==> config.mk <==
export PLATFORM = sky130hd
export DESIGN_NAME = serial_adder_ctrl
export DESIGN_NICKNAME = d
export VERILOG_FILES = /design/src/rtl/serial_adder_ctrl.sv
export SDC_FILE = /design/constraint.sdc
export NUM_CORES = 1
export LEC_CHECK = 0
export ABC_CLOCK_PERIOD_IN_PS = 1200
export CAP_MARGIN = 15
export CELL_PAD_IN_SITES_DETAIL_PLACEMENT = 1
export CELL_PAD_IN_SITES_GLOBAL_PLACEMENT = 1
export CORE_MARGIN = 8
export CORE_UTILIZATION = 40
export CTS_CLUSTER_DIAMETER = 200
export DETAILED_ROUTE_END_ITERATION = 8
export DONT_BUFFER_PORTS = 1
export GPL_TIMING_DRIVEN = 0
export PLACE_DENSITY = 0.74
export SYNTH_ARGS = -nofsm -noshare
export SYNTH_HDL_FRONTEND = slang
export SYNTH_SLANG_ARGS = --single-unit
==> constraint.sdc <==
create_clock -name clk -period 1.2 [get_ports clk]
set_input_delay 0.18 -clock clk [delete_from_list [all_inputs] [get_ports clk]]
set_output_delay 0.18 -clock clk [all_outputs]
set_load 0.005 [all_outputs]
==> src/rtl/serial_adder_ctrl.sv <==
// Bit-serial adder sequencer: one full-adder slice reused over WIDTH cycles, LSB first.
// Optional feature macro SERIAL_ADD_OVF_EN adds a registered signed-overflow output (ovf).
module serial_adder_ctrl #(
  parameter int WIDTH = 8
) (
  input  logic             clk,
  input  logic             rst,
  input  logic             start,
  input  logic [WIDTH-1:0] a,
  input  logic [WIDTH-1:0] b,
  input  logic             c_in,
  output logic             busy,
  output logic             done,
  output logic [WIDTH-1:0] sum,
`ifdef SERIAL_ADD_OVF_EN
  output logic             ovf,
`endif
  output logic             c_out
);

  localparam int CNT_W = (WIDTH > 1) ? $clog2(WIDTH) : 1;
  localparam logic [CNT_W-1:0] CNT_LAST = CNT_W'(WIDTH - 1);

  typedef enum logic [1:0] {IDLE, RUN, DONE} state_t;

  state_t           state, state_nxt;
  logic [CNT_W-1:0] cnt;
  logic [WIDTH-1:0] opa, opb;
  logic [WIDTH-2:0] acc;
  logic             cy;
  logic             bit_s, bit_c;
  logic [WIDTH-1:0] acc_sh;
  logic             accept, last;

  function automatic logic [1:0] full_add(input logic x, input logic y, input logic ci);
    return {(x & y) | (ci & (x ^ y)), x ^ y ^ ci};
  endfunction

  assign {bit_c, bit_s} = full_add(opa[0], opb[0], cy);
  // New bit enters from the MSB side; after WIDTH steps acc_sh holds the full result.
  assign acc_sh = {bit_s, acc};
  assign last   = (cnt == CNT_LAST);
  assign accept = start && (state == IDLE || state == DONE);
  assign busy   = (state == RUN);
  assign done   = (state == DONE);

  always_ff @(posedge clk) begin
    if (rst) state <= IDLE;
    else     state <= state_nxt;
  end

  always_comb begin
    state_nxt = state;
    case (state)
      IDLE:    if (start) state_nxt = RUN;
      RUN:     if (last)  state_nxt = DONE;
      DONE:    state_nxt = start ? RUN : IDLE;
      default: state_nxt = IDLE;
    endcase
  end

  always_ff @(posedge clk) begin
    if (rst) begin
      cnt   <= '0;
      opa   <= '0;
      opb   <= '0;
      acc   <= '0;
      cy    <= 1'b0;
      sum   <= '0;
      c_out <= 1'b0;
`ifdef SERIAL_ADD_OVF_EN
      ovf   <= 1'b0;
`endif
    end else if (accept) begin
      cnt <= '0;
      opa <= a;
      opb <= b;
      acc <= '0;
      cy  <= c_in;
    end else if (state == RUN) begin
      opa <= opa >> 1;
      opb <= opb >> 1;
      acc <= acc_sh[WIDTH-1:1];
      cy  <= bit_c;
      if (!last) cnt <= cnt + 1'b1;
      if (last) begin
        sum   <= acc_sh;
        c_out <= bit_c;
`ifdef SERIAL_ADD_OVF_EN
        // cy is the carry into the MSB on this final step
        ovf   <= cy ^ bit_c;
`endif
      end
    end
  end

endmodule

* Yosys cells after proc, flatten, opt, wreduce, memory -nomap -nowiden
Index checks and enable logic that the tools add are counted.
** Storage, ports and cells
- Flip-flop bits (word level) :: 38
- Latch bits :: 0
- Memory bits (writable) :: 0
- Bits in read-only memories :: 0
- Bits of input ports :: 20
- Word-level logic and storage cells :: 39
- Memories kept :: 0
** Operators by class
- Add/sub/neg operators :: 1
- Multiply operators :: 0
- Divide/modulo/power cells :: 0
- $lt $le $gt $ge :: 0
- Eq/ne operators :: 5
- Shift-type cells :: 0
- Multiplexer cells :: 10
- Bitwise operators :: 7
- Reduce and logical (&&, ||, !) cells :: 8
** Operator list (number)
- $mux W8 :: 4
- $pmux W2 S3 :: 1
- $mux W2 :: 2
- $reduce_and A2 Y1 :: 2
- $add A3 B1 Y3 const B :: 1
- $eq A3 B3 Y1 const B :: 1
- $mux W1 :: 3
- $reduce_and A3 Y1 :: 1
- $and A1 B1 Y1 :: 2
- $eq A2 B1 Y1 const B :: 1
- $eq A2 B2 Y1 const B :: 1
- $logic_not A2 Y1 :: 1
- $ne A2 B1 Y1 const B :: 1
- $ne A2 B2 Y1 const B :: 1
- $not A1 Y1 :: 2
- $reduce_bool A2 Y1 :: 1
- $reduce_or A2 Y1 :: 1
- $xor A1 B1 Y1 :: 2
- $logic_and A1 B1 Y1 :: 1
- $logic_or A1 B1 Y1 :: 1
- $or A1 B1 Y1 :: 1

* Longest topological paths before layout
- Depth after elaboration :: 5
- Depth in mapped cells :: 6

* Worst setup path before layout
No wires, ideal clock.
- Kind :: flip-flop to flip-flop
- Start point :: register cnt[0]
- End point :: register cnt[0]
- Setup time :: 128 ps
- Arrival :: 1142 ps
- Required time :: 1072 ps
- Slack :: -70 ps
- Stages on the path, launching flop included :: 6
- Cell sequence :: dfxtp_1 -> ha_1 -> ha_1 -> nor3b_2 -> xnor2_1 -> nor2_1
** Between the ends
- Word-level cells in the longest chain between the ends :: 3
- Elaborated cells between the ends (all ways) :: 4
- Classes of those cells :: add/sub (1); eq/ne (1); bitwise (1); reduce/logical (1)
** Ends and longest elaborated chain
- from (decl) :: line 27 : logic [CNT_W-1:0] cnt;
- from (signal assigned) :: line 85 : if (!last) cnt <= cnt + 1'b1;
- branches (longest 3 deep; another with $add A3 B1 Y3)
Several ways; the timed one is not identified.
A chain may end at the register's enable or synchronous reset.

* Worst setup path after layout
Same ends and word-level chain as after synthesis.

==> impl_summary.log <==
[metrics] final core utilization: a little over half
[metrics] LEAKAGE: around 0.00066 uW
[metrics] Total Neg Setup Slack: -0.224 ns
[metrics] most used cell along the critical path: ha_4
[metrics] pin count of the biggest net entering global routing: 12
[metrics] fraction of final layout cells with drive strength greater than 1: around a quarter
[metrics] post-synthesis register bit count: 38
[metrics] R2R Path End: cnt[0]$_SDFFE_PP0P_
[metrics] Internal: around 2100 uW
[metrics] number of H-tree levels: 2
[metrics] Routed wire per std cell: 17.9 um
[metrics] transition time at the pin with the least slew margin: just over 0.5 ns
[metrics] category of the worst setup path capture point: register
[metrics] number of max-cap violations: 0
[metrics] setup repair after global routing missed its margin: yes
[metrics] global-route wire length before repair: around 7200 um
[metrics] largest vdd supply drop: approximately 890 uV
[metrics] drt total wl: approximately 4300 um
[metrics] worst reg-to-reg setup slack: -0.04 ns
[metrics] Core Footprint: 3660 um^2
[metrics] number of DRC markers after the initial detailed-route iteration: 54
[metrics] final clock skew: between 0.003 and 0.004 ns
[metrics] number of cells traversed by the worst register-to-register path: 5
[metrics] clk buf depth: 2
[metrics] starting density of the core: 41.7%
[metrics] TritonCTS Sinks: 38
[metrics] initial antenna violation count: 0
[metrics] setup-violating endpoint count in the final report: 12
[metrics] number of flops mapped to enable cells by yosys: 0
[metrics] quantity of I/O buffers inserted on ports: 0
[metrics] Data arrival, critical path: around 1.4 ns
[metrics] count of distinct cell types in the synthesized netlist: 25
[metrics] clock transition at the register clock pins on the worst setup and hold paths after CTS: around 0.07 ns
[metrics] average cell area after synthesis: roughly 8.5 um^2
[metrics] Synth top area share: between 40% and 50%
[metrics] top-level I/O count: 31
[metrics] synthesized net count: a little over 200
[metrics] max-slew violation count: 0
[metrics] vias in the first global route: approximately 1500
[metrics] Clock Tree Root: clkbuf_8
[metrics] number of design rule violations left after detail routing: 0
[metrics] x dimension of the die: 77.8 um
[metrics] weighted congestion at the end of routability-driven global placement: 0.742
[metrics] number of hold violations in the final report: 0
[metrics] most area-hungry cell type in the Yosys netlist: dfxtp_1
[metrics] gr ovfl total: 0
[metrics] worst min path class: in -> reg
[metrics] part of the Yosys area used for sequential elements: roughly half
[metrics] crit path cell chain: ha_4, ha_4, nor3b_4, xnor2_1, nor2_1
[metrics] area growth from synthesis to layout: 24.7%
[metrics] flip-flop cell with the highest count after synthesis: dfxtp_1
[metrics] Final Worst Setup Slack: -0.0390 ns
[metrics] switch share: approximately 25%
[metrics] Final Cycle Share: 103%
[metrics] FP Rows: 22
[metrics] failing checks: setup timing
[metrics] post-DR vias/cell: between 5 and 6
[metrics] worst hold path depth: 2
[metrics] dpl cells: roughly 230
[metrics] critical-path cell with the highest stage delay: dfxtp_2
[metrics] post-synthesis cell area: approximately 1500 um^2
[metrics] xor and xnor area share after synthesis: 0.573%
[metrics] largest stage delay on the critical path: 0.34 ns
[metrics] Max transition margin: 65.5%
[metrics] Net Switching: roughly 700 uW
[metrics] post-detailed-placement half-perimeter wirelength: between 2000 and 3000 um
[metrics] pre-CTS worst setup slack: -0.242 ns
[metrics] share of the synthesized area in compound gates (AO/OA/AOI/OAI): approximately 17%
[metrics] result of the run: finished, violations left
[metrics] required time of the worst setup path: approximately 1.4 ns
[metrics] Hold Path Sink: opa[7]$_SDFFE_PP0P_
[metrics] number of fillers in the final layout: 440
[metrics] combinational power share: roughly an eighth
[metrics] Worst Hold Launch: a[7]
[metrics] clock tree from TritonCTS: done
[metrics] count of non-filler cells in the finished layout: 240
[metrics] Crit Path Category: reg -> reg
[metrics] top area cells in the synthesized netlist: dfxtp_1 (50%), nand2_1 (9.8%), a21oi_1 (6.9%), nor3_1 (4.3%), nand3_1 (3.9%)
[metrics] Reg-to-Reg Start: cnt[0]$_SDFFE_PP0P_
[metrics] DIE HEIGHT: 77.8 um
[metrics] routed via count: 1316
[metrics] number of buffers created by CTS: 5
[metrics] number of hold buffers added after CTS: 0
[metrics] post-synthesis share of cell area spent on full adders, half adders and majority gates: under 10%
[metrics] ant diodes: 0
[metrics] share of synthesized flip-flops with an asynchronous set or reset: 0%
[metrics] Worst Setup Start Kind: register
[metrics] peak clock frequency supported by timing: slightly above 800 MHz
[metrics] main combinational cell family by area after synthesis: simple AND/OR/NAND/NOR gates
[metrics] part of the total power dissipated in the clock network: 38.1%
[metrics] number of synthesis warnings: 0
[metrics] area share of and/or/nand/nor cells after synthesis: around a quarter
[metrics] count leader, synth: nand2_1
[metrics] antenna-violating nets left: 0
[metrics] combined global-route utilization of all metal layers: between 10% and 20%
[metrics] sequential fraction of design power: between 40% and 50%
[metrics] Post-synth top cells: nand2_1 (40), dfxtp_1 (38), a21oi_1 (21), nor3_1 (13), nand3_1 (12)
[metrics] PwrDens: around 1500 nW/um^2
[metrics] clock insertion delay at the later pin of the skew report: 0.29 ns
[metrics] number of instances in the synthesized netlist: between 150 and 200
[metrics] Critical Path Fanout Max: 4
[metrics] number of search-and-repair iterations in the first detailed-routing pass: 4
[metrics] fin nets: around 210
[metrics] Post-Route Hold Slack: 0.0257 ns
[metrics] area enclosed by the die boundary: ~6000 um^2
[metrics] minimum clock period after layout: roughly 1.2 ns
[metrics] share of cell area taken by muxes after synthesis: less than 1%
==> routing by layer <==
layer,track usage [%],vias to the layer above,part of all wire (%)
met1,14.6,648,40
li1,-,638,-
met3,6.34,7,6.1
met5,0,-,0
met4,5.85,0,1.6
met2,26.9,23,53
==> registers in the layout, summed over array words and instances (netlist names) <==
name,flops
cy,1
sum,8
opb,8
acc,7
state,2
c_out,1
cnt,3
opa,8
==> cells by family after synthesis <==
logic type                 Yosys count
and+or+nand+nor                     83
xor gates and xnor gates             1
buffers and inverters               15
AOI/OAI and AO/OA                   38
muxes                                1
adders and majority gates            3
DFF                                 38
==> power by group through the flow <==
stage                     logic [uW]  clock network [uW]  registers (uW)
after CTS                        342                1100            1360
after floorplan                  220                   0            1380
after global placement           270                   0            1380
final                            369                1070            1370
after detailed placement         281                   0            1390
after global routing             404                1140            1370
==> per-stage QoR <==
stage               instance area (um^2)  total power (uW)
CTS                                 1860              2810
floorplan                           1550              1600
detailed placement                  1610              1670
finish                              1910              2800
global placement                    1610              1650
global route                        1910              2920
==> cells in the final DEF, fill, tap and decap left out, types with 5 or more instances in the layout <==
| cell type | instances |
|---|---|
| nand2_1 | 38 |
| dfxtp_1 | 33 |
| a21oi_1 | 19 |
| nand3_1 | 12 |
| nor2_1 | 11 |
| nor3_1 | 11 |
| buf_4 | 8 |
| o22ai_1 | 6 |
| clkbuf_8 | 5 |
==> worst max path at each step <==
stage | to | start | slack (ns)
4_1_cts | cnt[0]$_SDFFE_PP0P_ | cnt[0]$_SDFFE_PP0P_ | -0.06
6_report | cnt[0]$_SDFFE_PP0P_ | cnt[0]$_SDFFE_PP0P_ | -0.04
5_1_grt | sum[7]$_SDFFE_PP0P_ | cnt[0]$_SDFFE_PP0P_ | -0.11
2_1_floorplan | cnt[0]$_SDFFE_PP0P_ | cnt[0]$_SDFFE_PP0P_ | 0.002
3_5_place_dp | c_out$_SDFFE_PP0P_ | cnt[0]$_SDFFE_PP0P_ | -0.24
3_3_place_gp | sum[6]$_SDFFE_PP0P_ | cnt[0]$_SDFFE_PP0P_ | -0.16
==> worst max-delay path: cells and delay by family (launching register included) <==
kind,cells,cell delay [ns]
flops,1,0.34
simple gates,2,0.30
fa+ha+maj,2,0.33
xor+xnor,1,0.15
==> layout make-up <==
class	instances	area [um^2]	area share, %
Timing Repair Buffer	7	85.1	4.46
Tap cell	48	60.1	3.15
Multi-Input combinational cell	126	764	40.1
Clock inverter	1	30.0	1.58
Buffer	12	104	5.45
Sequential cell	38	769	40.4
Inverter	1	16.3	0.854
Clock buffer	7	76.3	4.01
==> timing repair <==
item                       CTS  global route
setup endpoints to repair   38            35
pin swaps                    4             1
cloned                       1             0
setup buffers                5             1
resized for setup           23            18
No activity file was read; power rests on OpenSTA's default activity.
